--- src/rtl/sat_counter.sv ---
// Saturating up-counter with synchronous active-high clear and a freeze input.
module sat_counter #(
  parameter int W = 16
) (
  input  logic         clk,
  input  logic         reset,
  input  logic         inc,
  input  logic         hold,
  output logic [W-1:0] count
);

  // NOTE: sequential state is always written with non-blocking assignments so every
  // flop samples pre-edge values, regardless of block ordering.
  always_ff @(posedge clk) begin
    if (reset) begin
      count <= '0;
    end else if (inc && !hold && (count != {W{1'b1}})) begin
      count <= count + W'(1);
    end
  end

endmodule

--- config.mk ---
export PLATFORM = sky130hd
export DESIGN_NAME = sat_counter
export DESIGN_NICKNAME = d
export VERILOG_FILES = /design/src/rtl/sat_counter.sv
export SDC_FILE = /design/constraint.sdc
export NUM_CORES = 1
export LEC_CHECK = 0
export CAP_MARGIN = 20
export CORE_UTILIZATION = 51
export CTS_BUF_LIST = sky130_fd_sc_hd__clkbuf_8
export DETAILED_ROUTE_END_ITERATION = 8
export MAX_ROUTING_LAYER = met4
export PLACE_DENSITY = 0.8
export SYNTH_ARGS = -nofsm -noshare
export SYNTH_HDL_FRONTEND = slang
export SYNTH_SLANG_ARGS = --single-unit
--- constraint.sdc ---
create_clock -name clk -period 2.3 [get_ports clk]
set_input_delay 0.23 -clock clk [delete_from_list [all_inputs] [get_ports clk]]
set_output_delay 0.23 -clock clk [all_outputs]
set_load 0.02 [all_outputs]
==> impl_metrics.tcl <==
set metrics [dict create \
    total_count_of_hold_check_failures_in_the_final_report 0 \
    clock_sink_count 16 \
    headroom_to_the_max_slew_limit_pct 57.0 \
    stdcell_area_sq_um 1120 \
    worstSetupPathDepth 5 \
    slowest_cp_cell "or4_1" \
    insertion_delay_ps 250 \
    least_margin_pin_slew_ps 643 \
    timing.critical_path.fanout_max 8 \
    worst-r2r-cell-count 5 \
    worst_flop_to_flop_path_startpoint "count[0]" \
    io-pin-count 20 \
    max_clock_freq_mhz 533 \
    layout-drive-gt1-share_pct 11.1 \
    final_antenna_net_count 0 \
    wl_per_cell_um 15.3 \
    number_of_buffers_created_by_cts 3 \
    detail_route.drc_violations 0 \
    hold_slack_ps 504 \
    largest_net_degree_at_the_start_of_global_routing 18 \
    crit_buf_inv 0 \
    placement.cell_area_sq_um 1060 \
    fillerInstances 124 \
    timing.setup.tns_ps 0 \
    async_reset_ff_share_pct 0 \
    path_class "reg2reg" \
    detailed_route_wl_mm 2.04 \
    yosys.area.top_type "dfxtp_1" \
    clock_skew_ps 3.48 \
    largest_reg_flops 16 \
    timing_max_transition_violations_final 0 \
    synth_area_sq_um 870 \
    number_of_global_route_vias_before_repair 742 \
    worstSetupStartpoint "count[0]" \
    cts_repair_resize_count 0 \
    layout_top_registers "count x16" \
    r2r_setup_slack_ps 420 \
    vias_after_detailed_routing 888 \
    net_count_of_the_mapped_netlist 103 \
    drt_pre_antenna_iters 4 \
    count_of_state_elements_after_synthesis 16 \
    post_cts_buffers 0 \
    synth_top_area_cells "dfxtp_1 (37%), a21oi_1 (8.6%), o31ai_1 (8.6%)" \
    p_per_area_nw_per_um2 500 \
    syn_inst 98 \
    critical_path.startpoint_type "register" \
    grt_antenna_before_repair 0 \
    hold_buffers 0 \
    fin_nets 123 \
    cp.required_ps 2470 \
    die_width_um 43.3 \
    placement.setup.worst_slack_ps 331 \
    tritoncts "built" \
    core-area_sq_um 1540 \
    dp_hpwl_mm 1.35 \
    grt_pass1_wl_mm 3.34 \
    area_growth_pct 28.5 \
    final-setup-viol-count 0 \
    drt-vias-per-instance 6.68 \
    yosys_most_used_dff "dfxtp_1" \
    overflow 0 \
    cp_top_family "simple AND/OR/NAND/NOR gates" \
    track_usage_pct 23.9 \
    n_antenna_cell 0 \
    htree_levels 1 \
    fp.dieArea_sq_um 1870 \
    slowest_delay_ps 510 \
    routabilityCongestion 0.827 \
    die_height_um 43.3 \
    worstPathArrival_ps 2050 \
    holdCritPathClass "reg2reg" \
    vdd.ir_drop.worst_uv 328 \
    initial_utilization_pct 56.4 \
    core_rows 14 \
    period_share_pct 81.6 \
    yosys.cell_types.count 31 \
    crit_path_end_kind "register" \
    cp_cell_sequence "ha_1, nand3_2, or2_0, or4_1, a21oi_1" \
    reg2reg_to "count[8]" \
    drv_cap 0 \
    netlist.area_leader.share_pct 36.8 \
    syn_avg_cell_area_sq_um 8.87 \
    synth-edff-count 0 \
    synth.yosys.seq_area_share_pct 36.8 \
    top_register "count" \
    root_buffer "clkbuf_8" \
    worst_slack_ps 424 \
    cts.reportedPaths.clkPinSlew_ps 70 \
    grt_setup_unrepaired "no" \
    synth.yosys.warnings 0 \
    leakage_nw 0.358 \
    final.min_clock_period_ps 1880 \
    buffer_ports.inserted 19 \
    cts_buffer_depth 2 \
    dr.first_iter.drc_count 15 \
    status "finished clean" \
    cp-endpoint "count[8]" \
]
[layout make-up]
cell class | instances | area (sq um) | share of cell area (%)
Multi-Input combinational cell | 76 | 524 | 46.9
Clock buffer | 4 | 55.1 | 4.93
Sequential cell | 16 | 320 | 28.7
Timing Repair Buffer | 19 | 190 | 17.0
Inverter | 2 | 7.51 | 0.672
Tap cell | 16 | 20.0 | 1.79
[cell families after synthesis]
group	share of synthesized area, %
simple gates	35.4
compound gates	22.2
flops	36.8
buf+inv	2.88
mux	1.29
fa+ha+maj	1.44
[layout by cell type, fill, tap and decap left out, types with 3 or more instances in the layout]
master and instances:
clkbuf_8 4, nand4_1 6, nand2_1 4, o21ai_0 5, a21oi_1 15, clkdlybuf4s50_1 19
dfxtp_1 16, or4_1 9, o31ai_1 10, and3_1 3
[stage by stage]
stage,power (W),instances,utilization (%)
after global routing,0.000583,133,72.5
final,0.000559,133,72.5
after floorplan,0.000302,98,-
after global placement,0.000313,129,68.9
after detailed placement,0.000313,129,68.9
after CTS,0.000562,133,72.5
[synthesized netlist by cell type, types with 2 or more instances]
master   instances
nand3_2          2
nor2b_1          2
o31ai_1         10
nand2_1          4
or4_1            9
inv_1            2
dfxtp_1         16
o21ai_0          5
nor2_1           2
nand3_1          2
nor4_4           2
and3_1           3
buf_2            2
nand4_1          6
a21oi_1         15
[how the worst min path moves through the flow]
stage | start | to | cells after the start
after detailed placement | count[15] | count[15] | 2
after global routing | count[15] | count[15] | 2
final | count[15] | count[15] | 2
after floorplan | hold | count[1] | 3
after CTS | count[15] | count[15] | 2
after global placement | count[15] | count[15] | 2
[power by group]
part,total [W],internal (W),switching (W)
registers,0.000281,0.000279,0.00000223
clock network,0.000251,0.000152,0.0000991
logic,0.0000270,0.0000123,0.0000146
total,0.000559,0.000443,0.000116
[routing by layer]
layer | global-route usage, % | up-vias | share of wire (%)
met2 | 32.5 | 28 | 45
li1 | - | 433 | -
met1 | 32.9 | 422 | 49
met5 | - | - | 0
met3 | 5.11 | 5 | 5.0
met4 | 12.1 | 0 | 1.5
[tightest hold or removal path: stages, from the launching register on]
cell and delay [ps]:
dfxtp_1 330, o31ai_1 70, a21oi_1 60
(Power assumes the default switching activity.)
